### config.mk
export PLATFORM = sky130hd
export DESIGN_NAME = wb_stage_flat
export DESIGN_NICKNAME = d
export VERILOG_FILES = /design/src/rtl/wb_stage_if.sv /design/src/rtl/wb_stage.sv /design/src/flat_wrapper.sv
export SDC_FILE = /design/constraint.sdc
export NUM_CORES = 1
export LEC_CHECK = 0
export CAP_MARGIN = 20
export CORE_ASPECT_RATIO = 1.75
export CORE_MARGIN = 5
export CORE_UTILIZATION = 55
export CTS_CLUSTER_DIAMETER = 120
export CTS_CLUSTER_SIZE = 24
export DETAILED_ROUTE_END_ITERATION = 7
export DONT_BUFFER_PORTS = 1
export HOLD_SLACK_MARGIN = 0.02
export PLACE_DENSITY = 0.7
export SLEW_MARGIN = 20
export SYNTH_ARGS = -nofsm -noshare
export SYNTH_HDL_FRONTEND = slang
export SYNTH_SLANG_ARGS = --single-unit
### constraint.sdc
create_clock -name CLK -period 3.6 [get_ports CLK]
set_clock_uncertainty 0.2 [all_clocks]
set_input_delay 0.9 -clock CLK [delete_from_list [all_inputs] [get_ports CLK]]
set_output_delay 0.9 -clock CLK [all_outputs]
set_load 0.01 [all_outputs]
### src/rtl/wb_stage_if.sv
// MEM/WB stage bundle: hazard controls, MEM-stage results, data-memory read word
// and the register-file write port produced by wb_stage.
`ifndef DATA_WIDTH
`define DATA_WIDTH 32
`endif

interface wb_stage_if #(
    parameter int DW        = `DATA_WIDTH,
    parameter int INSTRET_W = 32
);
    logic                 stall;
    logic                 flush;
    logic                 mem_valid;
    logic                 mem_regwrite;
    logic                 mem_memtoreg;
    logic                 mem_link;
    logic [2:0]           mem_load_type;
    logic [4:0]           mem_waddr;
    logic [DW-1:0]        mem_alu_result;
    logic [DW-1:0]        mem_pc;
    logic [DW-1:0]        dmem_rdata;
    logic [4:0]           waddr;
    logic [DW-1:0]        wdata;
    logic                 WEN;
    logic                 wb_valid;
    logic                 wb_misalign;
    logic [INSTRET_W-1:0] instret;

    modport master (
        output stall, flush, mem_valid, mem_regwrite, mem_memtoreg, mem_link,
               mem_load_type, mem_waddr, mem_alu_result, mem_pc, dmem_rdata,
        input  waddr, wdata, WEN, wb_valid, wb_misalign, instret
    );

    modport slave (
        input  stall, flush, mem_valid, mem_regwrite, mem_memtoreg, mem_link,
               mem_load_type, mem_waddr, mem_alu_result, mem_pc, dmem_rdata,
        output waddr, wdata, WEN, wb_valid, wb_misalign, instret
    );
endinterface

### src/rtl/wb_stage.sv
// MEM/WB pipeline register with load formatting, writeback select, regfile write
// port and retired-instruction counter for the 5-stage MIPS pipeline.
`ifndef DATA_WIDTH
`define DATA_WIDTH 32
`endif

module wb_stage #(
    parameter int DW        = `DATA_WIDTH,
    parameter int INSTRET_W = 32
) (
    input  logic         CLK,
    input  logic         RST,
    wb_stage_if.slave    bus
);

    typedef enum logic [2:0] {
        LT_LW  = 3'd0,
        LT_LB  = 3'd1,
        LT_LBU = 3'd2,
        LT_LH  = 3'd3,
        LT_LHU = 3'd4
    } load_type_e;

    typedef struct packed {
        logic          valid;
        logic          regwrite;
        logic          memtoreg;
        logic          link;
        logic [2:0]    load_type;
        logic [4:0]    waddr;
        logic [DW-1:0] alu_result;
        logic [DW-1:0] pc;
    } stage_t;

    stage_t               stage_q, stage_d;
    logic [INSTRET_W-1:0] instret_q, instret_d;

    logic [1:0]    off;
    logic [7:0]    ld_byte;
    logic [15:0]   ld_half;
    logic [DW-1:0] ld_data;
    logic          is_byte, is_half, is_word;
    logic          misalign;
    logic          retire;

    // Stall wins over flush so a held instruction is never lost to a bubble.
    always_comb begin
        stage_d = stage_q;
        if (!bus.stall) begin
            if (bus.flush) begin
                stage_d = '0;
            end else begin
                stage_d = '{valid:      bus.mem_valid,
                            regwrite:   bus.mem_regwrite,
                            memtoreg:   bus.mem_memtoreg,
                            link:       bus.mem_link,
                            load_type:  bus.mem_load_type,
                            waddr:      bus.mem_waddr,
                            alu_result: bus.mem_alu_result,
                            pc:         bus.mem_pc};
            end
        end
    end

    assign retire    = stage_q.valid & ~bus.stall;
    assign instret_d = retire ? instret_q + 1'b1 : instret_q;

    // NOTE: non-blocking assignments keep every register sampling pre-edge values.
    always_ff @(posedge CLK) begin
        if (RST) begin
            stage_q   <= '0;
            instret_q <= '0;
        end else begin
            stage_q   <= stage_d;
            instret_q <= instret_d;
        end
    end

    assign off     = stage_q.alu_result[1:0];
    assign ld_byte = bus.dmem_rdata[{off, 3'b000} +: 8];
    assign ld_half = off[1] ? bus.dmem_rdata[31:16] : bus.dmem_rdata[15:0];
    assign is_byte = (stage_q.load_type == LT_LB) || (stage_q.load_type == LT_LBU);
    assign is_half = (stage_q.load_type == LT_LH) || (stage_q.load_type == LT_LHU);
    assign is_word = ~is_byte & ~is_half;

    // NOTE: the default arm assigns ld_data on every path, so no latch is inferred.
    always_comb begin
        case (stage_q.load_type)
            LT_LB:   ld_data = {{(DW-8){ld_byte[7]}}, ld_byte};
            LT_LBU:  ld_data = {{(DW-8){1'b0}}, ld_byte};
            LT_LH:   ld_data = {{(DW-16){ld_half[15]}}, ld_half};
            LT_LHU:  ld_data = {{(DW-16){1'b0}}, ld_half};
            default: ld_data = bus.dmem_rdata;
        endcase
    end

    assign misalign = stage_q.valid & stage_q.memtoreg &
                      ((is_half & off[0]) | (is_word & (off != 2'b00)));

    assign bus.waddr       = stage_q.waddr;
    assign bus.wdata       = stage_q.link     ? stage_q.pc + DW'(8) :
                             stage_q.memtoreg ? ld_data : stage_q.alu_result;
    assign bus.WEN         = stage_q.valid & stage_q.regwrite & (stage_q.waddr != 5'd0) &
                             ~bus.stall & ~misalign;
    assign bus.wb_valid    = stage_q.valid;
    assign bus.wb_misalign = misalign;
    assign bus.instret     = instret_q;

endmodule

### src/flat_wrapper.sv
// flat-port wrapper written by rule: the top's interface ports become plain ports
module wb_stage_flat 
#(
    parameter int DW        = `DATA_WIDTH,
    parameter int INSTRET_W = 32
)
  (CLK, RST, bus_stall, bus_flush, bus_mem_valid, bus_mem_regwrite, bus_mem_memtoreg, bus_mem_link, bus_mem_load_type, bus_mem_waddr, bus_mem_alu_result, bus_mem_pc, bus_dmem_rdata, bus_waddr, bus_wdata, bus_WEN, bus_wb_valid, bus_wb_misalign, bus_instret);
  wb_stage_if #(.DW(DW), .INSTRET_W(INSTRET_W)) bus_i ();
  input  logic CLK;
  input  logic RST;
  input wire logic [$bits(bus_i.stall)-1:0] bus_stall;
  input wire logic [$bits(bus_i.flush)-1:0] bus_flush;
  input wire logic [$bits(bus_i.mem_valid)-1:0] bus_mem_valid;
  input wire logic [$bits(bus_i.mem_regwrite)-1:0] bus_mem_regwrite;
  input wire logic [$bits(bus_i.mem_memtoreg)-1:0] bus_mem_memtoreg;
  input wire logic [$bits(bus_i.mem_link)-1:0] bus_mem_link;
  input wire logic [$bits(bus_i.mem_load_type)-1:0] bus_mem_load_type;
  input wire logic [$bits(bus_i.mem_waddr)-1:0] bus_mem_waddr;
  input wire logic [$bits(bus_i.mem_alu_result)-1:0] bus_mem_alu_result;
  input wire logic [$bits(bus_i.mem_pc)-1:0] bus_mem_pc;
  input wire logic [$bits(bus_i.dmem_rdata)-1:0] bus_dmem_rdata;
  output wire logic [$bits(bus_i.waddr)-1:0] bus_waddr;
  output wire logic [$bits(bus_i.wdata)-1:0] bus_wdata;
  output wire logic [$bits(bus_i.WEN)-1:0] bus_WEN;
  output wire logic [$bits(bus_i.wb_valid)-1:0] bus_wb_valid;
  output wire logic [$bits(bus_i.wb_misalign)-1:0] bus_wb_misalign;
  output wire logic [$bits(bus_i.instret)-1:0] bus_instret;
  assign bus_i.stall = bus_stall;
  assign bus_i.flush = bus_flush;
  assign bus_i.mem_valid = bus_mem_valid;
  assign bus_i.mem_regwrite = bus_mem_regwrite;
  assign bus_i.mem_memtoreg = bus_mem_memtoreg;
  assign bus_i.mem_link = bus_mem_link;
  assign bus_i.mem_load_type = bus_mem_load_type;
  assign bus_i.mem_waddr = bus_mem_waddr;
  assign bus_i.mem_alu_result = bus_mem_alu_result;
  assign bus_i.mem_pc = bus_mem_pc;
  assign bus_i.dmem_rdata = bus_dmem_rdata;
  assign bus_waddr = bus_i.waddr;
  assign bus_wdata = bus_i.wdata;
  assign bus_WEN = bus_i.WEN;
  assign bus_wb_valid = bus_i.wb_valid;
  assign bus_wb_misalign = bus_i.wb_misalign;
  assign bus_instret = bus_i.instret;
  wb_stage #(.DW(DW), .INSTRET_W(INSTRET_W)) u_core (.CLK(CLK), .RST(RST), .bus(bus_i));
endmodule
### Yosys cells after proc, flatten, opt, wreduce, memory -nomap -nowiden

Index checks and enable logic that the tools add are counted.
Widths: inputs -> output; s select.

* $add $sub $neg: 2
* equal/unequal tests: 4
* shifts and indexed selects: 1
* multiplexer cells: 5
* bitwise operators: 15
* reduce and logical (&&, ||, !) cells: 4

Operator list (number)
* $pmux 32 s4: 1
* $mux 76: 1
* $mux 32: 2
* $add 32x1->32 const B: 1
* $add 32x4->32 const B: 1
* $shiftx 32x6->8: 1
* $mux 16: 1
* $and 1x1->1: 10
* $eq 3x2->1 const B: 2
* $reduce_bool 5->1: 1
* $not 1->1: 4
* $eq 3x1->1 const B: 1
* $eq 3x3->1 const B: 1
* $logic_or 1x1->1: 2
* $reduce_bool 2->1: 1
* $or 1x1->1: 1

* register bits: 108
* input bits: 112
* output and inout bits: 72
* logic and storage cells: 40

### Logic depth before layout (Yosys ltp)

Gate-level depths: netlist of the first run.

* depth after elaboration: 9
* gate-level depth with buffers: 7
* gate-level depth less buffers: 6

### Worst setup path after synthesis of the first run

Ideal clock, no wire load.

* path type: input -> output
* from: input port bus_dmem_rdata[23]
* to: output port bus_wdata[16]
* arrival: 2.103 ns
* required time: 2.500 ns
* path slack: 0.397 ns
* cell stages on the path: 6
* path buffers: 1
* cells stage by stage: mux2i_1 > and3_1 > o31ai_2 > buf_2 > a21oi_1 > o22ai_1

* cells in the longest elaborated chain, start to end: 4

RTL lines
* start: declaration: line flat_wrapper.sv:21 `input wire logic [$bits(bus_i.dmem_rdata)-1:0] bus_dmem_rdata;`
* $shiftx 32x6->8: line wb_stage.sv:80 `assign ld_byte = bus.dmem_rdata[{off, 3'b000} +: 8];`
* $pmux 32 s4: line wb_stage.sv:88 `case (stage_q.load_type)`
* $mux 32: line wb_stage.sv:102 `stage_q.memtoreg ? ld_data : stage_q.alu_result;`
* $mux 32: line wb_stage.sv:101 `assign bus.wdata = stage_q.link ? stage_q.pc + DW'(8) :`
* end: declaration: line flat_wrapper.sv:23 `output wire logic [$bits(bus_i.wdata)-1:0] bus_wdata;`

No other way between the ends.

### Worst setup path in the final report of the first run

* from: register u_core.stage_q[8] in the netlist's numbering
* to: output port bus_wdata[30]

* cells in the longest elaborated chain, start to end: 2

RTL lines
* start: declaration: line wb_stage.sv:35 `stage_t stage_q, stage_d;`
* start signal: assignment: line wb_stage.sv:74 `stage_q <= stage_d;`
* $add 32x4->32: line wb_stage.sv:101
* $mux 32: line wb_stage.sv:101

No other way between the ends.

==> summary.md, run 1 <==
| Metric | Value |
|---|---|
| Fill cells | 961 |
| Root buffer cell | clkbuf_16 |
| Die area | 12900 µm² |
| PD cells | 415 nW/µm² |
| Psw | 0.706 mW |
| CTS tree | yes |
| Post-Place Cell Area | 6090 µm² |
| Starting Density | 0.556 |
| Combinational power share | 0.109 |
| Hpwl dp | 15400 µm |
| CTS Sinks | 108 |
| Vias | 5683 |
| Worst Hold Class | flip-flop to flip-flop |
| Final instance area | 6470 µm² |
| Power, Total | 2.69 mW |
| Rel. slew slack | 0.447 |
| Reg2reg path depth | 6 |
| Largest area contributor in the netlist | dfxtp_1 |
| Arr. time, crit path | 2.40 ns |
| Residual DRC | 0 |
| Grt total ovfl | 0 |
| Startpoint types | flip-flop |
| Peak VDD IR | 273 µV |
| Top post-synthesis cells by area | dfxtp_1 37%, a22oi_1 9.8%, nor2_1 8.9% |
| Worst Hold Depth | 2 |
| Critical path's top delay family | simple AND/OR/NAND/NOR gates |
| Cts bufs inserted | 9 |
| Sequential power share | 0.471 |
| Worst Path Max Fanout | 8 |
| Most frequent cells after synthesis | 139 x nor2_1, 108 x dfxtp_1, 77 x a22oi_1 |
| Port Buffers | 0 |
| Reg2reg setup slack | 1.19 ns |
| Fin. max-slew vios | 0 |
| Pre-antenna DRT Iters | 5 |
| Initial antenna violation count | 3 |
| Rows | 50 |
| Mapped Cells | 741 |
| Peak Freq | 286 MHz |
| WL/cell | 23.7 µm |
| Critical path endpoint | bus_wdata[30] |
| Count of flip-flops with a built-in enable after synthesis | 0 |
| Die H | 147 µm |
| Internal power | 1.98 mW |
| Synth Cell Area | 5880 µm² |
| Seq. cell area | 2170 µm² |
| Vias in the first global route | 5550 |
| Yosys top cell area share | 0.368 |
| IO Pins | 184 |
| CP Capture Type | output port |
| Ys flop type | dfxtp_1 |
| Post-synthesis sequential area ratio | 0.368 |
| Total global-route track usage | 0.309 |
| CTS max path bufs | 2 |
| CP Depth | 6 |
| Reg clk slew, reported paths | 0.08 ns |
| Syn_area_per_cell | 7.93 µm² |
| First-pass GRT wire length | 30900 µm |
| Critical Path Max Stage Delay | 0.66 ns |
| Final Setup Violations | 0 |
| Clk_lat worst skew | 0.34 ns |
| FF+latch count, synth | 108 |
| Core ar. | 10600 µm² |
| H-tree depth | 3 |
| Data required time of the worst path | 2.50 ns |
| Syn nets | 855 |
| Crit path max-delay cell type | or4_4 |
| Status | complete, no violations |
| Share of cells above drive strength 1 | 0.108 |
| Setup_tns | 0 ns |
| RSZ-0062 raised after global routing | no |
| Syn-to-layout area delta | 9.98% |
| Leak | 2.31 nW |
| Max-cap check violation count | 0 |
| Post-synth ARST share | 0 |
| Count leader, synth | nor2_1 |
| ANT nets after route | 0 |
| Tmin final | 3.50 ns |
| FF-to-FF Start | u_core.bus.instret[0] |
| Worst path buffer plus inverter count | 1 |
| Worst-margin pin slew | 0.827 ns |
| Starting DRT DRC Count | 407 |
| Drt total wl | 20500 µm |
| Die Wd | 88.2 µm |
| Netlist cell types | 60 |
| Switching share of power | 0.263 |
| RR Endpoint | u_core.bus.instret[24] |
| Yosys warnings | 0 |
| Largest net degree at the start of global routing | 109 |
| DR vias/cell | 6.59 |
| GP Congestion | 0.988 |
| Nets | 839 |
| Final Cycle Share | 0.972 |
| Setup CP Type | flip-flop to output port |
| Crit. Startpoint | u_core.stage_q[8] |
| Final hold vios | 0 |
| Multi-input logic area | 3400 µm² |
| Clock share of power | 0.421 |
| CP cell instances | nand4_4, or4_4, and3b_1, xnor2_1, o22ai_1, buf_4 |
[logic make-up after synthesis]
kind of cell	after synthesis	share of synthesized area
AO/OA/AOI/OAI	205	0.240
XOR/XNOR	51	0.0760
AND/OR/NAND/NOR	280	0.231
flip-flops	108	0.368
buffers and inverters	83	0.0589
multiplexers	11	0.0200
adder cells (fa/ha/maj)	3	0.00596
[layout by cell type, fill, tap and decap left out, types with 4 or more instances in the layout]
master / count
a221oi_1: 12
and4_1: 6
mux2i_1: 5
xor2_1: 22
nor4_1: 5
o21ai_0: 28
mux2_2: 6
o22ai_1: 18
nor2b_1: 4
nor2_1: 138
xnor2_1: 28
a22oi_1: 77
and3_1: 8
nor3_1: 14
or3_1: 6
a22o_1: 4
a21oi_1: 31
buf_4: 35
a21o_1: 6
a32oi_1: 5
dfxtp_1: 105
nand3_1: 24
clkbuf_16: 9
nand2_1: 35
nand4_1: 18
inv_1: 18
[sequential cells by signal, indices dropped and copies added, names as in the netlist]
register             cells
u_core.bus.instret      32
u_core.bus.waddr         5
u_core.bus.wb_valid      1
u_core.off               2
u_core.stage_q          68
[worst min-delay path, cell delays in order (launching register included)]
cell and delay (ns):
dfxtp_1 0.33, a21oi_1 0.06, nor2_1 0.07
[worst min path at each step]
stage | slack, ns | from | to
2_1_floorplan | 0.26 | u_core.stage_q[74] | u_core.stage_q[74]
5_1_grt | 0.34 | u_core.stage_q[74] | u_core.stage_q[74]
3_3_place_gp | 0.28 | u_core.stage_q[74] | u_core.stage_q[74]
6_report | 0.30 | u_core.stage_q[74] | u_core.stage_q[74]
3_5_place_dp | 0.29 | u_core.stage_q[74] | u_core.stage_q[74]
4_1_cts | 0.31 | u_core.stage_q[74] | u_core.stage_q[74]
[stage by stage]
| stage | utilization | cells | hold slack (ns) | worst slack [ns] |
|---|---|---|---|---|
| 2_1_floorplan | - | 741 | 0.261 | 0.397 |
| 3_3_place_gp | 0.576 | 844 | 0.284 | 0.313 |
| 3_5_place_dp | 0.576 | 844 | 0.289 | 0.276 |
| 4_1_cts | 0.608 | 860 | 0.307 | 0.0858 |
| 5_1_grt | 0.612 | 863 | 0.341 | 0.00501 |
| 6_report | 0.612 | 863 | 0.300 | 0.101 |
[routing by layer]
layer / vias up / share of wire / global-route usage
met1: 2672 / 0.34 / 0.330
li1: 2643 / - / -
met2: 318 / 0.51 / 0.531
met5: - / 0 / 0
met4: 0 / 0.050 / 0.172
met3: 50 / 0.10 / 0.0915
[layout make-up]
cell class                 count  share of cell area
multi-input combinational    550               0.526
clock inverter                 7              0.0176
antenna                        3             0.00116
timing repair buffer          38              0.0499
inverter                      18              0.0104
sequential                   108               0.335
tap                          130              0.0252
clock buffer                   9              0.0348
[power groups by stage]
stage                     Combinational, mW  Sequential [mW]  Clock [mW]
final                                 0.292             1.26        1.13
after global routing                  0.315             1.27        1.19
after CTS                             0.289             1.26        1.14
after detailed placement              0.288             1.29           0
after global placement                0.286             1.29           0
after floorplan                       0.228             1.27           0
[timing repair]
item	CTS	global route
resized for setup	0	6
buffers inserted	0	0
hold buffers	0	0
setup endpoints to repair	0	6
No activity file was read; power rests on OpenSTA's default activity.
==> run 2, diff against run 1 <==
- PLACE_DENSITY: 0.7 -> 0.73
- clock period: 3.6 -> 3.2 ns (I/O delays scaled with it)
==> run 2 against run 1 <==
  * The run now ends with negative setup slack left
  * Sequential cell count unchanged
  * Critical path depth rose by 3
  * Sequential share of layout area decreased by 0.67 points
  * Count of clock-buffer cells in the layout is 1 higher
  * Combinational power is 16% higher
  * Clock power about the same
  * Wire length increased by 1.4%
  * Final area rose by 3.6%
  * Non-clock buffer count is 18 higher
  * Largest cell class unchanged
==> summary.md, run 2 (synthesis results as in run 1) <==
| Metric | Value |
|---|---|
| Worst Hold Depth | 2 (unchanged) |
| Worst-margin pin slew | 0.567 ns (-0.260 ns) |
| Seq. cell area | 2200 µm² (+1.6%) |
| CP Capture Type | output port |
| DR vias/cell | 6.63 (+0.72%) |
| Commonest cells after routing, fill and taps aside | 135 x nor2_1, 88 x dfxtp_1, 76 x a22oi_1, 52 x buf_4, 34 x nand2_1 |
| Reg clk slew, reported paths | 0.08 ns (about the same) |
| First-pass GRT wire length | 31300 µm (+1.2%) |
| Drt total wl | 20800 µm (+1.4%) |
| PD cells | 436 nW/µm² (+5.0%) |
| Vias in the first global route | 5641 (+1.6%) |
| Root buffer cell | clkbuf_16 |
| Arr. time, crit path | 2.23 ns (-0.17 ns) |
| RSZ-0062 raised after global routing | yes |
| Rows | 50 (unchanged) |
| Failing checks | negative setup slack |
| Setup_tns | -0.0254 ns (-0.0254 ns) |
| FF-to-FF Start | u_core.bus.instret[0] |
| Final Setup Violations | 2 (+2) |
| Power, Total | 2.92 mW (+8.9%) |
| Peak Freq | 310 MHz |
| Die Wd | 88.2 µm (unchanged) |
| Max-cap check violation count | 0 (unchanged) |
| Fin. max-slew vios | 0 (unchanged) |
| Worst Path Max Fanout | 5 (-3) |
| Vias | 5830 (+2.6%) |
| Initial antenna violation count | 1 (-2) |
| Rel. slew slack | 0.621 (+0.174) |
| Final hold vios | 0 (unchanged) |
| Starting Density | 0.556 (unchanged) |
| CTS Sinks | 108 (unchanged) |
| Final instance area | 6700 µm² (+3.6%) |
| Worst Hold Class | flip-flop to flip-flop |
| Fill cells | 951 (-1.0%) |
| Clk_lat worst skew | 0.35 ns (about the same) |
| Core ar. | 10600 µm² (unchanged) |
| Worst Hold Path EP | u_core.stage_q[74] |
| Residual DRC | 0 (unchanged) |
| Peak VDD IR | 304 µV (+11%) |
| Final Cycle Share | 1.01 |
| Syn-to-layout area delta | 14.0% |
| IO Pins | 184 (unchanged) |
| Tmin final | 3.23 ns |
| Worst setup margin | -0.0253 ns (-0.126 ns) |
| Reg2reg setup slack | 0.81 ns (-0.38 ns) |
| Reg2reg path depth | 5 (-1) |
| Leading cell type in the layout, fill and taps excluded | nor2_1 |
| Max reg flops | 68 (unchanged) |
| Multi-input logic area | 3510 µm² (+3.2%) |
| RR Endpoint | u_core.bus.instret[14] |
| CTS max path bufs | 2 (unchanged) |
| ANT nets after route | 0 (unchanged) |
| Die H | 147 µm (unchanged) |
| H-tree depth | 3 (unchanged) |
| Pre-antenna DRT Iters | 5 (unchanged) |
| Port Buffers | 0 (unchanged) |
| Status | finished, violations left |
| Leak | 2.46 nW (+6.2%) |
| Startpoint types | flip-flop |
| CTS tree | yes |
| Post-Place Cell Area | 6160 µm² (+1.1%) |
| Hpwl dp | 15500 µm (+0.39%) |
| Largest Register | u_core.stage_q |
| HP Start | u_core.stage_q[74] |
| Die area | 12900 µm² (unchanged) |
| Setup CP Type | flip-flop to output port |
| Share of cells above drive strength 1 | 0.176 (+0.0683) |
| Data required time of the worst path | 2.20 ns (-0.30 ns) |
| Total global-route track usage | 0.313 (+0.00379) |
| Starting DRT DRC Count | 410 (+0.74%) |
| Cts bufs inserted | 9 (unchanged) |
| Largest net degree at the start of global routing | 109 (unchanged) |
| Nets | 857 (+2.1%) |
| GP Congestion | 0.970 (-1.8%) |
| Grt total ovfl | 0 (unchanged) |
| WL/cell | 23.6 µm (-0.43%) |
| Final core utilization | 0.634 (+0.0222) |
==> run 2: how the worst max path moves through the flow <==
stage                             from            end  slack [ns]  cells past startpoint
global route         u_core.stage_q[4]  bus_wdata[19]       -0.07                      7
detailed placement  bus_dmem_rdata[23]  bus_wdata[18]       0.008                      7
finish               u_core.stage_q[4]  bus_wdata[15]       -0.03                      9
global placement    bus_dmem_rdata[31]  bus_wdata[11]         0.1                      6
floorplan           bus_dmem_rdata[23]  bus_wdata[16]        0.20                      6
CTS                  u_core.stage_q[9]  bus_wdata[28]       0.004                      6
==> run 2: timing repair <==
item | CTS | global route
setup buffers | 1 | 5
pin swaps | 0 | 12
gates resized for setup | 16 | 38
hold buffers | 0 | 0
endpoints found under the setup margin | 26 | 21
cloned | 0 | 0
==> run 2: area by class of cell <==
cell class | count | share of cell area
timing repair buffer | 56 | 0.0663
clock buffer | 10 | 0.0357
inverter | 18 | 0.0101
sequential | 108 | 0.328
multi-input combinational | 550 | 0.524
antenna | 1 | 0.000373
tap | 130 | 0.0243
clock inverter | 6 | 0.0116
==> run 2: per-stage QoR <==
| stage | std cells | hold WS [ns] | worst slack, ns |
|---|---|---|---|
| after floorplan | 741 | 0.261 | 0.197 |
| after global placement | 856 | 0.278 | 0.0974 |
| after detailed placement | 856 | 0.294 | 0.00762 |
| after CTS | 873 | 0.296 | 0.00445 |
| after global routing | 879 | 0.293 | -0.0687 |
| final | 879 | 0.305 | -0.0253 |
==> run 2: layer usage <==
metal	vias to the layer above	part of all wire	track usage
met3	69	0.096	0.0926
met2	316	0.51	0.527
met4	0	0.065	0.203
met1	2769	0.33	0.330
met5	-	0	0
li1	2676	-	-
==> run 2: report_power, final <==
group / total [mW] / internal, mW / switching, mW
clock: 1.16 / 0.582 / 0.580
sequential: 1.42 / 1.38 / 0.0452
combinational: 0.339 / 0.152 / 0.187
total: 2.92 / 2.11 / 0.812
==> run 2: worst max-delay path, stage by stage (launching register included) <==
cell     delay [ns]
dfxtp_4        0.39
ha_2           0.20
nand4_1        0.18
buf_4          0.21
nor3_1         0.13
buf_4          0.17
nand2_1        0.09
xor2_2         0.17
a22oi_2        0.18
buf_4          0.16
==> run 3, diff against run 2 <==
- PLACE_DENSITY: 0.73 -> 0.7
- clock period: 3.2 -> 3.3 ns (I/O delays scaled with it)
==> run 3 against run 2 <==
  * The flow now finishes without violations
  * Sequential cell count is the same
  * Sequential share of layout area grew 0.24 points
  * Sequential power shrank 3%
  * First-iteration DRC count grew 17%
  * Register-to-register slack gained 0.11 ns
  * Critical endpoint is now bus_wdata[30]
  * Largest power group unchanged
==> summary.md, run 3 (synthesis results as in run 1) <==
| Metric | Value |
|---|---|
| Share of cells above drive strength 1 | 0.159 (-0.0179) |
| Crit path max-delay cell type | or4_4 |
| CTS tree | yes |
| Rows | 50 (unchanged) |
| WHS | 0.312 ns (+0.00773 ns) |
| Leak | 2.42 nW (-1.4%) |
| Largest Register | u_core.stage_q |
| Root buffer cell | clkbuf_16 |
| Fill cells | 992 (+4.3%) |
| Peak VDD IR | 302 µV (-0.72%) |
| Peak Freq | 306 MHz |
| First-pass GRT wire length | 31000 µm (-0.77%) |
| Cts hold-fix bufs | 0 (unchanged) |
| Starting Density | 0.556 (unchanged) |
| Vias | 5778 (-0.89%) |
| Max-cap check violation count | 0 (unchanged) |
| Worst-margin pin slew | 0.517 ns (-0.0507 ns) |
| Die area | 12900 µm² (unchanged) |
| Residual DRC | 0 (unchanged) |
| Post-Place Cell Area | 6140 µm² (-0.24%) |
| Die H | 147 µm (unchanged) |
| Reg clk slew, reported paths | 0.08 ns (about the same) |
| Data required time of the worst path | 2.27 ns (+0.07 ns) |
| Worst setup margin | 0.0364 ns (+0.0616 ns) |
| Hpwl dp | 15400 µm (-0.52%) |
| Syn-to-layout area delta | 12.7% |
| Sequential power share | 0.491 (+0.004) |
| Internal power | 2.02 mW (-4.4%) |
| Vias in the first global route | 5611 (-0.53%) |
| Setup CP Type | flip-flop to output port |
| Cts bufs inserted | 9 (unchanged) |
| Nets | 853 (-0.47%) |
| GP Congestion | 0.961 (-0.98%) |
| Final Setup Violations | 0 (-2) |
| Worst path buffer plus inverter count | 1 (-2) |
| Critical path's top delay family | simple AND/OR/NAND/NOR gates |
| Psw | 0.785 mW (-3.4%) |
| Leading cell type in the layout, fill and taps excluded | nor2_1 |
| Drt total wl | 20800 µm (+0.28%) |
| Fin. max-slew vios | 0 (unchanged) |
| PD cells | 423 nW/µm² (-3.0%) |
| CTS max path bufs | 2 (unchanged) |
| Tmin final | 3.26 ns |
| Worst Hold Depth | 2 (unchanged) |
| Grt total ovfl | 0 (unchanged) |
| Total global-route track usage | 0.311 (-0.00184) |
| CP Depth | 6 (-3) |
| ANT nets after route | 0 (unchanged) |
| Final Cycle Share | 0.989 |
| Switching share of power | 0.280 (+0.00222) |
| Rel. slew slack | 0.652 (+0.0311) |
| Starting DRT DRC Count | 479 (+17%) |
| Setup WS pre-CTS | 0.0744 ns (+0.0668 ns) |
| Initial antenna violation count | 1 (unchanged) |
| Pre-antenna DRT Iters | 5 (unchanged) |
| RSZ-0062 raised after global routing | yes |
| Worst Path Max Fanout | 7 (+2) |
| Seq. cell area | 2190 µm² (-0.40%) |
| Crit. Startpoint | u_core.stage_q[6] |
| Die Wd | 88.2 µm (unchanged) |
| Final instance area | 6630 µm² (-1.1%) |
| CP cell instances | nand2_1, or4_4, and3b_1, xnor2_1, o22ai_1, buf_4 |
| Arr. time, crit path | 2.24 ns (about the same) |
| DR vias/cell | 6.60 (-0.44%) |
| HP Start | u_core.stage_q[46] |
| Startpoint types | flip-flop |
| CP Capture Type | output port |
| WL/cell | 23.8 µm (+0.74%) |
| Setup_tns | 0 ns (+0.0254 ns) |
| CTS Sinks | 108 (unchanged) |
| H-tree depth | 3 (unchanged) |
| Commonest cells after routing, fill and taps aside | 136 x nor2_1, 93 x dfxtp_1, 77 x a22oi_1, 49 x buf_4, 34 x nand2_1 |
| Worst Hold Class | flip-flop to flip-flop |
| Core ar. | 10600 µm² (unchanged) |
| Clock share of power | 0.392 (-0.005) |
| Final hold vios | 0 (unchanged) |
| FF-to-FF Start | u_core.bus.instret[0] |
| Combinational power share | 0.116 (about the same) |
| Port Buffers | 0 (unchanged) |
| Status | complete, no violations |
| Max reg flops | 68 (unchanged) |
| Clk_lat worst skew | 0.35 ns (about the same) |
| Critical Path Max Stage Delay | 0.65 ns (+0.26 ns) |
| Multi-input logic area | 3490 µm² (-0.53%) |
| Reg2reg path depth | 6 (+1) |
| Largest net degree at the start of global routing | 109 (unchanged) |
| IO Pins | 184 (unchanged) |
run 3: layout make-up:
class,instances,area share
Multi-Input combinational cell,550,0.527
Inverter,18,0.0102
Antenna cell,1,0.000378
Clock inverter,7,0.0117
Tap cell,130,0.0245
Sequential cell,108,0.331
Clock buffer,9,0.0340
Timing Repair Buffer,52,0.0619
run 3: final timing paths:
check	to	slack (ns)
max	bus_wdata[30]	0.04
min	u_core.stage_q[46]	0.31
max reg2reg	u_core.bus.instret[24]	0.92
min reg2reg	u_core.stage_q[46]	0.31
run 3: worst reg2reg max path, cell delays in order, from the launching register on:
cell and delay, ns:
dfxtp_1 0.49, ha_1 0.24, nand3_1 0.13, or4_1 0.69
nor4_4 0.32, xnor2_1 0.14, nor2_1 0.05
run 3: per-stage QoR:
step,utilization,std cells,power (mW)
floorplan,-,741,1.64
global placement,0.581,854,1.72
detailed placement,0.581,854,1.72
CTS,0.612,870,2.81
global route,0.627,875,2.91
finish,0.627,875,2.80
run 3: timing repair:
item	CTS	global route
pin swaps	2	6
setup buffers	0	4
endpoints found under the setup margin	21	19
resized for setup	11	32
run 3: power groups by stage:
| stage | combinational (mW) | sequential, mW | clock [mW] |
|---|---|---|---|
| 2_1_floorplan | 0.248 | 1.39 | 0 |
| 3_3_place_gp | 0.314 | 1.41 | 0 |
| 3_5_place_dp | 0.316 | 1.41 | 0 |
| 4_1_cts | 0.319 | 1.38 | 1.12 |
| 5_1_grt | 0.353 | 1.38 | 1.18 |
| 6_report | 0.326 | 1.38 | 1.10 |
run 3: layer usage:
metal / up-vias / part of all wire / track usage
li1: 2674 / - / -
met1: 2738 / 0.34 / 0.338
met2: 310 / 0.52 / 0.536
met3: 56 / 0.092 / 0.0842
met4: 0 / 0.049 / 0.166
met5: - / 0 / 0
